File: config.mk
export PLATFORM = sky130hd
export DESIGN_NAME = uart_rx_byte
export DESIGN_NICKNAME = d
export VERILOG_FILES = /design/src/rtl/uart_pkg.sv /design/src/rtl/sync_2ff.sv /design/src/rtl/uart_rx_byte.sv
export SDC_FILE = /design/constraint.sdc
export NUM_CORES = 1
export LEC_CHECK = 0
export CAP_MARGIN = 20
export CELL_PAD_IN_SITES_DETAIL_PLACEMENT = 1
export CELL_PAD_IN_SITES_GLOBAL_PLACEMENT = 2
export CORE_MARGIN = 2
export CORE_UTILIZATION = 34
export CTS_BUF_LIST = sky130_fd_sc_hd__clkbuf_16
export DETAILED_ROUTE_END_ITERATION = 7
export DONT_BUFFER_PORTS = 1
export PLACE_DENSITY = 0.79
export REMOVE_ABC_BUFFERS = 1
export SYNTH_ARGS = -nofsm -noshare
export SYNTH_HDL_FRONTEND = slang
export SYNTH_HIERARCHICAL = 1
export SYNTH_SLANG_ARGS = --single-unit
File: constraint.sdc
create_clock -name clk -period 1.7 [get_ports clk]
set_input_delay 0.255 -clock clk [delete_from_list [all_inputs] [get_ports clk]]
set_output_delay 0.255 -clock clk [all_outputs]
set_load 0.01 [all_outputs]
File: src/rtl/uart_pkg.sv
// -----------------------------------------------------------------------------
// uart_pkg
// Shared definitions for the wireless-link UART. Both the byte receiver
// (uart_rx_byte) and the byte transmitter import this package, so the frame
// format and line polarity are defined in exactly one place.
//
// Contents:
//   rx_state_t  receiver frame state
//   DATA_BITS   data bits per frame (8N1)
//   LINE_IDLE   level of an idle serial line (also the stop-bit level)
// -----------------------------------------------------------------------------
package uart_pkg;

  typedef enum logic [2:0] {
    IDLE,   // line idle, waiting for a falling edge
    START,  // timing to the middle of the start bit
    DATA,   // sampling the data bits at mid-bit
    STOP,   // sampling the stop bit at mid-bit
    BREAK   // stop bit was low; wait for the line to return high
  } rx_state_t;

  localparam int   DATA_BITS = 8;
  localparam logic LINE_IDLE = 1'b1;

endpackage : uart_pkg

File: src/rtl/sync_2ff.sv
// -----------------------------------------------------------------------------
// sync_2ff
// One-bit, two-flop synchronizer for bringing an asynchronous level into the
// clk domain. The output lags the input by two clk cycles. The reset value is
// a parameter so an idle-high line (UART RX) or idle-low line (keypad rows)
// does not show a spurious edge when reset is released.
//
// Parameters:
//   RESET_VAL  value both flops take while rst is high
//
// Ports:
//   clk  in   system clock
//   rst  in   synchronous, active-high reset
//   d_i  in   asynchronous input
//   q_o  out  synchronized output
// -----------------------------------------------------------------------------
module sync_2ff #(
  parameter logic RESET_VAL = 1'b0
) (
  input  logic clk,
  input  logic rst,
  input  logic d_i,
  output logic q_o
);

  logic meta_q;
  logic sync_q;

  // NOTE: non-blocking assignments make meta_q -> sync_q a true two-stage
  // pipeline; blocking here would collapse both flops into one.
  always_ff @(posedge clk) begin
    if (rst) begin
      meta_q <= RESET_VAL;
      sync_q <= RESET_VAL;
    end else begin
      meta_q <= d_i;
      sync_q <= meta_q;
    end
  end

  assign q_o = sync_q;

endmodule : sync_2ff

File: src/rtl/uart_rx_byte.sv
// -----------------------------------------------------------------------------
// uart_rx_byte
// 8N1 serial receiver for the host/player wireless link. Recovers frames from
// the radio module's RX pin, holds each good byte in a one-deep register with
// a valid/ack handshake toward the game FSM, and pulses framing/overrun error
// flags for the top-level error indication.
//
// Bit timing: after the synchronized line falls, the receiver waits half a bit
// and re-checks the start bit (rejecting short glitches), then samples each
// data bit and the stop bit one full bit period later, i.e. at mid-bit.
//
// Parameters:
//   CLKS_PER_BIT  system clocks per bit (even, >= 4); 1250 = 12 MHz / 9600
//   CNT_W         bit-timing counter width (derived)
//
// Ports:
//   clk          in   system clock
//   rst          in   synchronous, active-high reset
//   rx           in   asynchronous serial line, idles high
//   data_ack     in   consumer has taken data; sampled every cycle
//   data         out  last good received byte
//   data_valid   out  data holds an unconsumed byte
//   busy         out  a frame is in progress
//   framing_err  out  one-cycle pulse: stop bit sampled low
//   overrun_err  out  one-cycle pulse: good byte dropped, holding reg full
// -----------------------------------------------------------------------------
module uart_rx_byte
  import uart_pkg::*;
#(
  parameter  int CLKS_PER_BIT = 1250,
  localparam int CNT_W        = $clog2(CLKS_PER_BIT)
) (
  input  logic       clk,
  input  logic       rst,
  input  logic       rx,
  input  logic       data_ack,
  output logic [7:0] data,
  output logic       data_valid,
  output logic       busy,
  output logic       framing_err,
  output logic       overrun_err
);

  localparam logic [CNT_W-1:0] HALF_LAST = CNT_W'(CLKS_PER_BIT / 2 - 1);
  localparam logic [CNT_W-1:0] FULL_LAST = CNT_W'(CLKS_PER_BIT - 1);
  localparam logic [2:0]       BIT_LAST  = 3'(DATA_BITS - 1);

  // ---------------------------------------------------------------------------
  // Input synchronizer: resets to the idle level so reset release is not
  // mistaken for a start bit.
  // ---------------------------------------------------------------------------
  logic rx_s;

  sync_2ff #(
    .RESET_VAL (LINE_IDLE)
  ) u_rx_sync (
    .clk (clk),
    .rst (rst),
    .d_i (rx),
    .q_o (rx_s)
  );

  // ---------------------------------------------------------------------------
  // Frame state
  // ---------------------------------------------------------------------------
  rx_state_t  state_q;
  logic [CNT_W-1:0] cnt_q;
  logic [2:0] bit_idx_q;
  logic [7:0] shift_q;
  logic [7:0] data_q;
  logic       valid_q;
  logic       framing_err_q;
  logic       overrun_err_q;

  logic [7:0] shift_d;
  logic       cnt_half;
  logic       cnt_full;
  logic       bit_last;
  logic       line_high;

  // Bits arrive LSB first: each new sample enters at the MSB and the byte is
  // aligned once all eight have been shifted in.
  assign shift_d   = {rx_s, shift_q[7:1]};
  assign cnt_half  = (cnt_q == HALF_LAST);
  assign cnt_full  = (cnt_q == FULL_LAST);
  assign bit_last  = (bit_idx_q == BIT_LAST);
  assign line_high = (rx_s == LINE_IDLE);

  always_ff @(posedge clk) begin
    if (rst) begin
      state_q       <= IDLE;
      cnt_q         <= '0;
      bit_idx_q     <= '0;
      shift_q       <= '0;
      data_q        <= 8'h00;
      valid_q       <= 1'b0;
      framing_err_q <= 1'b0;
      overrun_err_q <= 1'b0;
    end else begin
      // Error flags are single-cycle pulses.
      framing_err_q <= 1'b0;
      overrun_err_q <= 1'b0;

      // NOTE: within one always_ff the last non-blocking assignment to a
      // register wins, so a commit in STOP below overrides this ack-clear.
      if (data_ack) begin
        valid_q <= 1'b0;
      end

      case (state_q)
        IDLE: begin
          cnt_q <= '0;
          if (!line_high) begin
            state_q <= START;
          end
        end

        START: begin
          if (cnt_half) begin
            cnt_q     <= '0;
            bit_idx_q <= '0;
            // Line back high at mid start bit: a glitch, not a frame.
            state_q   <= line_high ? IDLE : DATA;
          end else begin
            cnt_q <= cnt_q + CNT_W'(1);
          end
        end

        DATA: begin
          if (cnt_full) begin
            cnt_q   <= '0;
            shift_q <= shift_d;
            if (bit_last) begin
              state_q <= STOP;
            end else begin
              bit_idx_q <= bit_idx_q + 3'd1;
            end
          end else begin
            cnt_q <= cnt_q + CNT_W'(1);
          end
        end

        STOP: begin
          if (cnt_full) begin
            cnt_q <= '0;
            if (line_high) begin
              state_q <= IDLE;
              // Commit: accept if the holding register is empty or is being
              // emptied this very cycle; otherwise keep the old byte.
              if (!valid_q || data_ack) begin
                data_q  <= shift_q;
                valid_q <= 1'b1;
              end else begin
                overrun_err_q <= 1'b1;
              end
            end else begin
              framing_err_q <= 1'b1;
              state_q       <= BREAK;
            end
          end else begin
            cnt_q <= cnt_q + CNT_W'(1);
          end
        end

        BREAK: begin
          // A held-low line must not be decoded as a stream of frames.
          cnt_q <= '0;
          if (line_high) begin
            state_q <= IDLE;
          end
        end

        default: begin
          state_q <= IDLE;
          cnt_q   <= '0;
        end
      endcase
    end
  end

  assign data        = data_q;
  assign data_valid  = valid_q;
  assign busy        = (state_q != IDLE);
  assign framing_err = framing_err_q;
  assign overrun_err = overrun_err_q;

endmodule : uart_rx_byte

=== Word-level counts from Yosys, hierarchy flattened ===
Index checks and enable logic that the tools add are counted.

* RAM bits: 0
* Bits in latches: 0
* Bits in read-only memories: 0
* Bits in registers: 38
* Memories: 0
* Input bits: 4
* Output and inout bits: 12
* Word-level logic and storage cells: 64

* Add/sub/neg operators: 2
* Equal/unequal tests: 14
* Bitwise gates (word level): 3
* Divide/modulo/power cells: 0
* Multipliers: 0
* Shift operators: 0
* Reduce and logical (&&, ||, !) cells: 12
* Mux-type cells: 23
* $lt $le $gt $ge: 0

{| class="wikitable"
|+ Operators with widths
! cell !! number
|-
| 2-to-1 mux 3 bit || 10
|-
| 2-to-1 mux 11 bit || 2
|-
| one-hot mux 11 bit (2 select lines) || 1
|-
| one-hot mux 3 bit (5 select lines) || 1
|-
| != test 2 bit (second input constant) || 6
|-
| adder 11 x 1 -> 11 bit (second input constant) || 1
|-
| equality test 11 x 10 -> 1 bit (second input constant) || 1
|-
| equality test 11 bit (second input constant) || 1
|-
| AND reduction 4 bit || 2
|-
| 2-to-1 mux 1 bit || 7
|-
| equality test 3 x 2 -> 1 bit (second input constant) || 2
|-
| equality test 3 bit (second input constant) || 2
|-
| one-hot mux 3 bit (2 select lines) || 1
|-
| AND reduction 6 bit || 1
|-
| OR reduction 4 bit || 1
|-
| adder 3 x 1 -> 3 bit (second input constant) || 1
|-
| equality test 3 x 1 -> 1 bit (second input constant) || 1
|-
| logical NOT 3 bit || 1
|-
| NOT 1 bit || 3
|-
| nonzero test 3 bit || 1
|-
| OR reduction 3 bit || 1
|-
| 2-to-1 mux 2 bit || 1
|-
| != test 2 x 1 -> 1 bit (second input constant) || 1
|-
| AND reduction 2 bit || 1
|-
| 4 further kinds || 4
|}

=== Logic depth before layout (Yosys ltp) ===
* Word-level depth: 6
* Depth in mapped cells: 8
* Gate-level depth less buffers: 7

=== Hierarchy ===
The synthesis kept the hierarchy.

{| class="wikitable"
|+ Modules (own cells, without submodules)
! module !! sequential area each (um^2) !! instances !! cells each !! area each (um^2)
|-
| uart_rx_byte || 720.7 || 1 || 180 || 1,625.3
|-
| sync_2ff || 40.0 || 1 || 4 || 52.6
|}

=== Worst setup path before layout ===
OpenSTA, ideal clock, no wires.

* Kind: register to register
* From: reg cnt_q[0]
* To: reg bit_idx_q[0]
* Required time: 1,571 ps
* Path slack: -91 ps
* Stages on the path, launching flop included: 7
* Period minus slack after synthesis: 1,791 ps
* Arrival: 1,663 ps
* Library setup time: 129 ps
* Path buffers: 0
* Cells stage by stage: dfxtp_1 -> ha_1 -> nand4b_1 -> or4_4 -> a21boi_4 -> mux2i_1 -> nor2_1

* Cells in the longest elaborated chain, start to end: 3
* Elaborated cells between the ends (all ways): 5
* Those cells by class: eq/ne (4); reduce/logical (1)

{| class="wikitable"
|+ Ends and longest elaborated chain
! item !! RTL line !! source
|-
| start, declared || uart_rx_byte.sv:67 || <nowiki>logic [CNT_W-1:0] cnt_q;</nowiki>
|-
| start signal, assigned || uart_rx_byte.sv:125 || <nowiki>cnt_q <= cnt_q + CNT_W'(1);</nowiki>
|-
| start signal, assigned || uart_rx_byte.sv:139 || <nowiki>cnt_q <= cnt_q + CNT_W'(1);</nowiki>
|-
| start signal, assigned || uart_rx_byte.sv:161 || <nowiki>cnt_q <= cnt_q + CNT_W'(1);</nowiki>
|-
| equality test 11 bit or equality test 11 x 10 -> 1 bit (tied branches) || uart_rx_byte.sv:85, uart_rx_byte.sv:84 ||
|-
| != test 2 bit (no source line) || n/a ||
|-
| AND reduction 4 bit (no source line) (*) || n/a ||
|-
| end signal, assigned || uart_rx_byte.sv:136 || <nowiki>bit_idx_q <= bit_idx_q + 3'd1;</nowiki>
|-
| end, declared || uart_rx_byte.sv:68 || <nowiki>logic [2:0] bit_idx_q;</nowiki>
|}

Mark *: on every way between the ends. The rest lies on a longest branch, timed or not.
A chain may end at the register's enable or synchronous reset.

=== Final worst setup path ===
* From: reg bit_idx_q[0]
* To: reg bit_idx_q[2]

* Cells in the longest elaborated chain, start to end: 4
* Elaborated cells between the ends (all ways): 7
* Those cells by class: add/sub (1); eq/ne (2); mux (3); reduce/logical (1)

{| class="wikitable"
|+ Ends and longest elaborated chain
! item !! RTL line !! source
|-
| adder 3 x 1 -> 3 bit || uart_rx_byte.sv:136 ||
|-
| 2-to-1 mux 3 bit || uart_rx_byte.sv:133 || <nowiki>if (bit_last) begin</nowiki>
|-
| 2-to-1 mux 3 bit || uart_rx_byte.sv:130 || <nowiki>if (cnt_full) begin</nowiki>
|-
| one-hot mux 3 bit (2 select lines) || uart_rx_byte.sv:110 || <nowiki>case (state_q)</nowiki>
|}

Parallel ways exist; a longest one is shown, timed or not. The select of a mux whose other input is x is not followed.

==> impl_metrics.toml <==
[place]
place.detailed.hpwl_um = 2856
gp_congestion = 0.8056
placed_area_um2 = 1913
port_buffers = 0
pre_cts_slack_ps = -204.5
placed_cells = 267

[route]
wire_per_inst_um = 16.76
drt_wl_total_um = 4727
drtIter0Drc = 77
vias_per_cell = 5.181
drtAntennaViolNets = 0
post-route-drc-count = 0
first_pass_iters = 4
vias = 1461

[floorplan]
die_h_um = 74.25
rows = 25
start_util_pct = 35.29
dieArea_um2 = 5513
io_pins = 16
chipWidth_um = 74.25
core-area_um2 = 4755

[final_layout]
syn_to_final_growth_pct = 44.44
fin_util_pct = 50.97
layoutNonFillerInstCount = 282
num_antenna_cells = 0
nNetsFinal = 223
post-route-cell-area_um2 = 2424
drive_above_1_share_pct = 43.72

[cts]
tritoncts = "yes"
htree_levels = 2
clk_transition_reported_paths_ps = 60
cts_root_buf = "clkbuf_16"
clk_latency_ps = 270
numCtsBuffers = 5
clock_path_buffers = 2
clock-sinks = 38

[yosys]
yosys.area.top_type = "dfxtp_1"
synth_ff_type = "dfxtp_1"
yosys_warnings = 6
ys_types = 38
synth.top_cells.by_area = "dfxtp_1 45%, nor2_1 6.0%, mux2i_1 5.4%"
async_flop_share_pct = 0
synth_top_area_share_pct = 45.34
ys_seq_elements = 38
synth_area_um2 = 1678
syn_area_per_cell_um2 = 9.119
synth_edf_count = 0
synth_cells = 184
yosysSeqAreaShare_pct = 45.34

[sta]
finalHoldViolCount = 0
setup_tns_ps = -3531
period_share_pct = 109.8
max_freq_ghz = 0.5357
final-max-slew-violation-count = 0
rsz0062_at_grt = "true"
worst_pin_slew_ps = 421.5
holdWs_ps = 35.09
layout_min_cycle_time_ps = 1867
setup-violations-final = 34
fin_ws_ps = -166.7
max-slew-margin-rel_pct = 71.84
finalClockSkew_ps = 3.855

[pwr]
leakage_nw = 0.8588
p_per_area_nw_per_um2 = 962.4
ir_worst_vdd_v = 0.0005499
power.total_mw = 2.332

[critical_path]
path_cells = "ha_2 -> ha_2 -> or4_4 -> a21boi_4 -> nand2b_1 -> a21oi_2"
crit_top_cell = "ha_2"
slowest_delay_ps = 530
worstSetupStartpointType = "register"
critical_path_required_ps = 1860
crit_arrival_ps = 2030
setup.worst_path.class = "reg -> reg"
r2r_end = "bit_idx_q[2]"
cp_num_cells = 6
crit_path_end_kind = "register"
cp_slowest_cell = "or4_4"
crit_start = "bit_idx_q[0]"
crit_fanout = 5
crit_end = "bit_idx_q[2]"
rrSetupSlack_ps = -170
cp_top_family = "simple AND/OR/NAND/NOR gates"
reg2reg_from = "bit_idx_q[0]"
r2r_cells = 6
worst-path-buf-inv = 0

[global_routing]
grt_start_max_net_pins = 30
grt_pass1_vias = 1483
track_usage_pct = 16.19
grt_pass1_wl_um = 6810
antenna_found_initial = 0
grt_overflow_total = 0

[min_path]
hp-start = "rst"
hp-class = "in -> reg"

[outcome]
status = "finished, violations left"
violations = "negative setup slack"

[flow_run]
cap_violations = 0
[registers in the layout, indices dropped and copies added (netlist names)]
register          cells
data_valid            1
u_rx_sync/q_o         1
framing_err           1
overrun_err           1
data                  8
u_rx_sync/meta_q      1
bit_idx_q             3
cnt_q                11
shift_q               8
state_q               3
[cells in the mapped netlist (all sizes together), types with 2 or more instances]
| cell type | count |
|---|---|
| nand4 | 3 |
| nand3b | 2 |
| nand3 | 16 |
| a21oi | 13 |
| inv | 6 |
| nand2b | 3 |
| mux2i | 9 |
| nor3b | 4 |
| or2 | 3 |
| xor2 | 7 |
| nor3 | 4 |
| o21ai | 2 |
| o221ai | 2 |
| ha | 5 |
| dfxtp | 38 |
| nand2 | 12 |
| buf | 3 |
| xnor2 | 3 |
| clkbuf | 6 |
| nor2 | 27 |
| or3 | 2 |
[where the power goes]
group | internal (mW) | switching, mW
sequential | 0.913 | 0.0122
clock | 0.535 | 0.348
combinational | 0.216 | 0.309
[layout make-up]
type / count / area (um2)
Clock inverter: 3 / 16.27
Multi-Input combinational cell: 131 / 1127
Tap cell: 67 / 83.83
Fill cell: 527 / 2331
Inverter: 6 / 22.52
Timing Repair Buffer: 32 / 284.0
Sequential cell: 38 / 764.5
Clock buffer: 5 / 125.1
[worst min-delay path by stage]
| stage | endpoint | slack, ps | cells after the start |
|---|---|---|---|
| 6_report | bit_idx_q[1] | 40 | 1 |
| 5_1_grt | shift_q[7] | 30 | 1 |
| 4_1_cts | bit_idx_q[1] | 30 | 1 |
| 3_5_place_dp | bit_idx_q[1] | 320 | 1 |
| 3_3_place_gp | bit_idx_q[2] | 320 | 1 |
| 2_1_floorplan | bit_idx_q[1] | 320 | 1 |
[logic make-up (layout without fill, tap and decap cells)]
| group | after synthesis | in the layout | share of synthesized area (%) |
|---|---|---|---|
| AOI/OAI and AO/OA | 23 | 23 | 9.845 |
| xor gates and xnor gates | 10 | 10 | 5.220 |
| adders and majority gates | 5 | 5 | 3.729 |
| buffers and inverters | 15 | 46 | 3.504 |
| DFF | 38 | 38 | 45.34 |
| muxes | 9 | 9 | 5.369 |
| and+or+nand+nor | 84 | 84 | 27.00 |
[layer usage]
| layer | up-vias | global-route usage [%] | part of all wire, % |
|---|---|---|---|
| met1 | 726 | 18.09 | 40 |
| met5 | - | 0 | 0 |
| li1 | 699 | - | - |
| met2 | 25 | 30.16 | 54 |
| met3 | 11 | 4.201 | 3.6 |
| met4 | 0 | 4.762 | 2.2 |
[cells in the final DEF (no fill, tap or decap), drive strengths merged, types with 2 or more instances in the layout]
master and instances:
inv 6, mux2i 9, xnor2 3, nand3b 2, nor3 4, nor2 27, or2 3, dfxtp 38
nand2b 3, o221ai 2, xor2 7, nand2 12, clkinv 2, nor3b 4, nand4 3, a21oi 13
buf 31, o21ai 2, or3 2, nand3 16, ha 5, clkbuf 6
[what timing repair did]
| action | in CTS | in global routing |
|---|---|---|
| buffers inserted | 3 | 2 |
| endpoints found under the setup margin | 33 | 36 |
| cloned | 1 | 1 |
| pin swaps | 16 | 27 |
| hold buffers | 0 | 0 |
| resized for setup | 17 | 56 |
Note: power is estimated with default switching activity, not from simulation.
